### src/rtl/ptr_mem_unit.sv
// ptr_mem_unit: pointer-pair byte load/store over a req/ack bus with register write-back
// and pointer post-increment / pre-decrement strobes for the register file.
module ptr_mem_unit #(
   parameter int TIMEOUT = 255
) (
   input  logic        clk,
   input  logic        rst_n,
   input  logic        op_valid,
   output logic        op_ready,
   input  logic        op_load,
   input  logic [1:0]  op_mode,
   input  logic [3:0]  op_rd,
   input  logic [3:0]  op_ptr,
   input  logic [7:0]  ptr_lo,
   input  logic [7:0]  ptr_hi,
   input  logic [7:0]  st_data,
   output logic        mem_req,
   output logic        mem_we,
   output logic [15:0] mem_addr,
   output logic [7:0]  mem_wdata,
   input  logic        mem_ack,
   input  logic [7:0]  mem_rdata,
   output logic        rf_we,
   output logic [3:0]  rf_wsel,
   output logic [7:0]  rf_wdata,
   output logic        rf_inc,
   output logic        rf_dec,
   output logic [3:0]  rf_psel,
   output logic        done,
   output logic        err,
   output logic        conflict
);
   typedef enum logic [1:0] {IDLE, ISSUE, WB} state_t;
   localparam logic [15:0] TMO_LAST = 16'(TIMEOUT - 1);
   state_t      state;
   logic        ld_q;
   logic        conf_q;
   logic [1:0]  mode_q;
   logic [3:0]  rd_q;
   logic [3:0]  pair_q;
   logic [15:0] cnt;
   logic [15:0] addr_n;
   logic        conf_n;
   logic        finish;
   always_comb begin
      addr_n = (op_mode == 2'b10) ? {ptr_hi, ptr_lo} - 16'd1 : {ptr_hi, ptr_lo};
      conf_n = op_load && (op_rd[3:1] == op_ptr[3:1]) && (op_mode == 2'b01 || op_mode == 2'b10);
      finish = mem_ack || (cnt == TMO_LAST);
   end
   // A conflicting load keeps its data write; only the pointer strobe is dropped.
   always_ff @(posedge clk or negedge rst_n) begin
      if (!rst_n) begin
         state     <= IDLE;
         op_ready  <= 1'b1;
         mem_req   <= 1'b0;
         mem_we    <= 1'b0;
         mem_addr  <= '0;
         mem_wdata <= '0;
         rf_we     <= 1'b0;
         rf_wsel   <= '0;
         rf_wdata  <= '0;
         rf_inc    <= 1'b0;
         rf_dec    <= 1'b0;
         rf_psel   <= '0;
         done      <= 1'b0;
         err       <= 1'b0;
         conflict  <= 1'b0;
         ld_q      <= 1'b0;
         conf_q    <= 1'b0;
         mode_q    <= '0;
         rd_q      <= '0;
         pair_q    <= '0;
         cnt       <= '0;
      end else begin
         done     <= 1'b0;
         err      <= 1'b0;
         conflict <= 1'b0;
         rf_we    <= 1'b0;
         rf_inc   <= 1'b0;
         rf_dec   <= 1'b0;
         case (state)
            IDLE: if (op_valid) begin
               state     <= ISSUE;
               op_ready  <= 1'b0;
               mem_req   <= 1'b1;
               mem_we    <= !op_load;
               mem_addr  <= addr_n;
               mem_wdata <= st_data;
               ld_q      <= op_load;
               conf_q    <= conf_n;
               mode_q    <= op_mode;
               rd_q      <= op_rd;
               pair_q    <= op_ptr & 4'b1110;
               cnt       <= '0;
            end
            ISSUE: if (finish) begin
               state    <= WB;
               mem_req  <= 1'b0;
               done     <= 1'b1;
               err      <= !mem_ack;
               conflict <= conf_q;
               rf_we    <= ld_q && mem_ack;
               rf_wsel  <= rd_q;
               rf_wdata <= mem_rdata;
               rf_inc   <= mem_ack && !conf_q && mode_q == 2'b01;
               rf_dec   <= mem_ack && !conf_q && mode_q == 2'b10;
               rf_psel  <= pair_q;
            end else begin
               cnt <= cnt + 16'd1;
            end
            WB: begin
               state    <= IDLE;
               op_ready <= 1'b1;
            end
            default: begin
               state    <= IDLE;
               op_ready <= 1'b1;
               mem_req  <= 1'b0;
            end
         endcase
      end
   end
endmodule
### config.mk
export PLATFORM = sky130hd
export DESIGN_NAME = ptr_mem_unit
export DESIGN_NICKNAME = d
export VERILOG_FILES = /design/src/rtl/ptr_mem_unit.sv
export SDC_FILE = /design/constraint.sdc
export NUM_CORES = 1
export LEC_CHECK = 0
export CORE_MARGIN = 5
export CORE_UTILIZATION = 60
export CTS_BUF_LIST = sky130_fd_sc_hd__clkbuf_4 sky130_fd_sc_hd__clkbuf_8 sky130_fd_sc_hd__clkbuf_16
export CTS_CLUSTER_SIZE = 25
export DETAILED_ROUTE_END_ITERATION = 16
export DONT_BUFFER_PORTS = 1
export PLACE_DENSITY = 0.76
export SETUP_SLACK_MARGIN = 0.3
export SLEW_MARGIN = 20
export SYNTH_ARGS = -nofsm -noshare
export SYNTH_HDL_FRONTEND = slang
export SYNTH_SLANG_ARGS = --single-unit
### constraint.sdc
create_clock -name clk -period 3 [get_ports clk]
set_input_delay 0.3 -clock clk [delete_from_list [all_inputs] [get_ports clk]]
set_output_delay 0.3 -clock clk [all_outputs]
set_load 0.005 [all_outputs]
# Word level (Yosys, flattened, before mapping)
# Index checks and enable logic that the tools add are counted.
[word_totals]
ff_bits = 77
out_inout_bits = 49
[op_classes]
eq_ne = 11
bitwise = 2
n_addsub = 2
reduce_logical = 19
mux = 24
[ops]
columns = ["op", "count"]
rows = [
  ["16-bit two-way mux", 3],
  ["16-bit case mux with 2 select lines", 1],
  ["16-bit by 1-bit adder with 16-bit output (second input constant)", 1],
  ["16-bit by 8-bit equality test with 1-bit output (second input constant)", 1],
  ["16-bit by 1-bit subtractor with 16-bit output (second input constant)", 1],
  ["1-bit two-way mux", 15],
  ["2-bit AND reduction", 4],
  ["2-bit by 1-bit equality test with 1-bit output (second input constant)", 3],
  ["2-bit equality test (second input constant)", 3],
  ["1-bit logical AND", 6],
  ["2-bit != test (second input constant)", 3],
  ["3-bit AND reduction", 2],
  ["2-bit two-way mux", 2],
  ["2-bit case mux with 2 select lines", 1],
  ["3-bit equality test", 1],
  ["1-bit logical NOT", 3],
  ["1-bit case mux with 3 select lines", 1],
  ["2-bit logical NOT", 1],
  ["1-bit logical OR", 2],
  ["1-bit inverter", 2],
  ["1-bit case mux with 2 select lines", 1],
  ["2-bit nonzero test", 1],
]

# Depth between registers and ports, before layout
[depth]
word_depth = 5
depth_mapped = 7
depth_no_buf = 6

# Worst setup path before layout
# OpenSTA, ideal clock, no wires.
[synth_timing]
kind = "flip-flop to flip-flop"
from = "reg cnt[9]"
to = "reg rf_psel[3]"
setup_ps = 125
path_stages_with_launch = 6
n_path_buf = 1
arrival_time_ps = 1936
slack_ps = 939
required_ps = 2875
path_cell_list = "dfrtp_1 -> or4_4 -> nor4_4 -> o21ai_4 -> buf_6 -> mux2_4"
[synth_via]
elab_chain_cells = 3
[synth_lines]
columns = ["element", "line_no", "source"]
rows = [
  ["start: declaration", "41", "logic [15:0] cnt;"],
  ["start signal: assignment", "109", "cnt <= cnt + 16'd1;"],
  ["16-bit by 8-bit equality test with 1-bit output", "48", "finish = mem_ack || (cnt == TMO_LAST);"],
  ["1-bit logical OR", "48", ""],
  ["2-bit AND reduction (no source line)", "-", ""],
  ["end signal: assignment", "107", "rf_psel <= pair_q;"],
  ["end: declaration", "28", "output logic [3:0] rf_psel,"],
]
# No other way between the ends.
# A chain may end at the register's enable or synchronous reset.

# Worst setup path in the final report
[layout_timing]
from = "reg cnt[0]"
to = "reg rf_wdata[3]"
[layout_via]
elab_chain_cells = 3
[layout_lines]
columns = ["element", "line_no", "source"]
rows = [
  ["16-bit by 8-bit equality test with 1-bit output", "48", ""],
  ["1-bit logical OR", "48", ""],
  ["2-bit AND reduction (no source line)", "-", ""],
  ["end signal: assignment", "104", "rf_wdata <= mem_rdata;"],
  ["end: declaration", "25", "output logic [7:0] rf_wdata,"],
]
# No other way between the ends.

==> impl_metrics.csv <==
group,metric,value,unit
global_route,grt_pass1_wl,12.1,mm
sta,rsz0062_at_grt,"false",
floorplanning,die_h,87.0,um
critical_path,endpoint_kind,"flip-flop",
detailed_routing,drt_iter0_markers,182,
detailed_routing,route.detailed.drc,0,
clocking,htree_num_levels,3,
clocking,cts_tree,"done",
yosys,synth-seq-cells,77,
clocking,numCtsBuffers,9,
global_route,met1_usage,27.0,%
power_and_ir_drop,p_per_area,778,mW/mm2
yosys,synth.area.top_cells,"dfrtp_1 (53%), nand2_1 (7.7%), o21ai_0 (3.5%), mux2_4 (3.0%), mux2_2 (2.8%)",
floorplanning,die_x,87.0,um
yosys,synth_largest_area_cell,"dfrtp_1",
power_and_ir_drop,vdd_drop_max,468,uV
floorplanning,dieArea,0.00757,mm2
global_route,grt_max_degree,78,
detailed_routing,wl_per_cell,17.5,um
critical_path,cp.required,3.22,ns
sta,relSlewSlack,30.0,%
clocking,clk_latency,0.35,ns
critical_path,path_cells,"inv_1 -> ha_1 -> nand4b_1 -> nor4_4 -> o21ai_4 -> mux2_2",
yosys,yosys.cell_count.top_type,"dfrtp_1",
yosys,ys_warn_count,0,
status,outcome,"completed",
sta,clock.fmax,489,MHz
critical_path,arrival,2.27,ns
clocking,cts.sinks,77,
yosys,syn_inst,340,
clocking,clk_pin_slew,0.08,ns
worst_hold_path,hold_path_class,"in -> reg",
yosys,ys.flop_type,"dfrtp_1",
finish,area_delta_synth_final,7.77,%
sta,maxSlewViolCount,0,
floorplanning,io_pins,96,
clocking,clock-root-buffer,"clkbuf_8",
yosys,yosysSeqAreaShare,54.2,%
yosys,synth-async-reset-ratio,100,%
detailed_routing,ant_nets,0,
floorplanning,initial_core_util,60.8,%
yosys,synth_common_cells,"dfrtp_1 (76), nand2_1 (73), o21ai_0 (25)",
critical_path,cp_max_fo,18,
sta,finalCritPeriodShare,68.2,%
critical_path,cp_top_family,"compound AO/OA/AOI/OAI gates",
sta,setup_viol,0,
sta,setup_tns,0,ns
yosys,syn_area,0.00356,mm2
critical_path,path_buf_inv,1,
global_route,grt_pass1_vias,2524,
placed_design,placed_area,0.00361,mm2
global_route,grt_overflow,0,
yosys,syn_area_per_cell,10.5,um2
placed_design,gp_congestion,0.761,
clocking,clk_path_buf_depth,2,
yosys,synth_fp_nets,391,
finish,fillCellCount,474,
run,drv_cap,0,
sta,period_minus_slack,2.05,ns
sta,tightest_slew,1.05,ns
yosys,synth_edf_count,0,
sta,finalHoldViolations,0,
detailed_routing,totalWireLength,7.38,mm
placed_design,port_buffers,0,
critical_path,start_kind,"flip-flop",
yosys,post-synth-top-area-fraction,53.4,%
floorplanning,core,0.00585,mm2
critical_path,slowest_delay,0.53,ns
detailed_routing,viasPerCell,5.97,
global_route,grt_antenna_before_repair,0,
finish,fin_nets,393,
global_route,grt_busiest_layer,"met2",
clocking,cts_resized,0,
global_route,grtUsageTotal,20.9,%
finish,diodes,0,
finish,layout-drive-gt1-share,12.7,%
finish,final_area,0.00383,mm2
placed_design,place_hpwl,5.09,mm
global_route,grt_util_met2,31.9,%
critical_path,critPathSlowestCell,"o21ai_4",
sta,clock_skew,0.0115,ns
power_and_ir_drop,power.static_leakage,0.00171,uW
global_route,use_met3,7.95,%
yosys,synthDistinctLibCells,49,
power_and_ir_drop,total_power,2980,uW
critical_path,crit_type,"reg -> reg",
detailed_routing,dr_total_vias,2512,
detailed_routing,drtPass1Iterations,4,
floorplanning,fp-row-count,28,
-- flip-flops by register name, indices dropped and copies added (netlist names), 2 cells and up --
| name | count |
|---|---|
| rd_q | 4 |
| pair_q | 3 |
| mem_wdata | 8 |
| mem_addr | 16 |
| mode_q | 2 |
| state | 2 |
| rf_wsel | 4 |
| cnt | 16 |
| rf_psel | 3 |
| rf_wdata | 8 |
-- metal layers --
metal | wire [um] | part of all wire (%)
met2 | 3590 | 49
met1 | 3050 | 41
met3 | 645 | 8.7
met4 | 100 | 1.4
met5 | 0 | 0
-- power by group --
group          switching, uW  leakage [uW]  internal, uW
registers                290      0.000973          1380
clock network            373     0.0000992           380
logic                    288      0.000641           272
-- path summary, 6_finish.rpt --
kind	from	end	slack (ns)	cells after the start
setup / recovery	cnt[0]$_DFFE_PN0P_	rf_wdata[3]$_DFFE_PN0P_	0.95	6
hold / removal	st_data[2]	mem_wdata[2]$_DFFE_PN0P_	0.05	2
setup reg to reg	cnt[0]$_DFFE_PN0P_	rf_wdata[3]$_DFFE_PN0P_	0.95	6
hold reg to reg	mode_q[0]$_DFFE_PN0P_	rf_dec$_DFF_PN0_	0.49	1
max in group asynchronous	rst_n	op_ready$_DFFE_PN1P_	2.15	2
min in group asynchronous	rst_n	cnt[6]$_DFFE_PN0P_	0.55	2
-- layout make-up --
cell class,count,area (um2),share of cell area [%]
inverters,9,33.8,0.881
clock buffers,9,124,3.23
clock inverters,6,62.6,1.63
multi-input cells,241,1540,40.2
flip-flops and latches,77,1930,50.3
well taps,75,93.8,2.45
repair buffers,4,52.6,1.37
-- kinds of logic after synthesis --
logic type	after synthesis	synth area share [%]
flip-flops	77	54.2
AND/OR/NAND/NOR	150	22.5
XOR/XNOR	13	3.20
AO/OA/AOI/OAI	53	9.00
adder cells (fa/ha/maj)	4	1.41
multiplexers	20	6.93
buffers and inverters	22	2.67
other	1	0.105
-- timing repair --
action,in CTS,in global routing
hold buffers,2,0
buffers inserted,0,0
endpoints found under the hold margin,77,0
setup endpoints to repair,0,0
-- layout by cell type (no fill, tap or decap), types with 7 or more instances in the layout --
cell	n
o21ai_0	25
nor2_1	8
or3_1	10
a21oi_1	9
mux2_4	7
o31ai_1	7
nand2_1	73
xor2_1	8
nand3_1	12
dfrtp_1	76
inv_1	9
mux2_2	9
clkbuf_8	9
-- worst reg2reg max path, cell delays in order, from the launching register on --
cell	delay, ns
dfrtp_1	0.46
inv_1	0.09
ha_1	0.23
nand4b_1	0.15
nor4_4	0.06
o21ai_4	0.53
mux2_2	0.42
-- through the flow --
stage	hold slack (ns)	setup WS, ns	util, %	cells
final	0.0519	0.954	65.5	421
after global routing	0.0350	0.806	65.5	421
after CTS	0.0381	0.927	65.5	421
after floorplan	0.00441	0.939	-	340
after detailed placement	0.00778	0.827	61.7	404
after global placement	0.00844	0.957	61.7	404
Power figures use the tool's default switching activity.
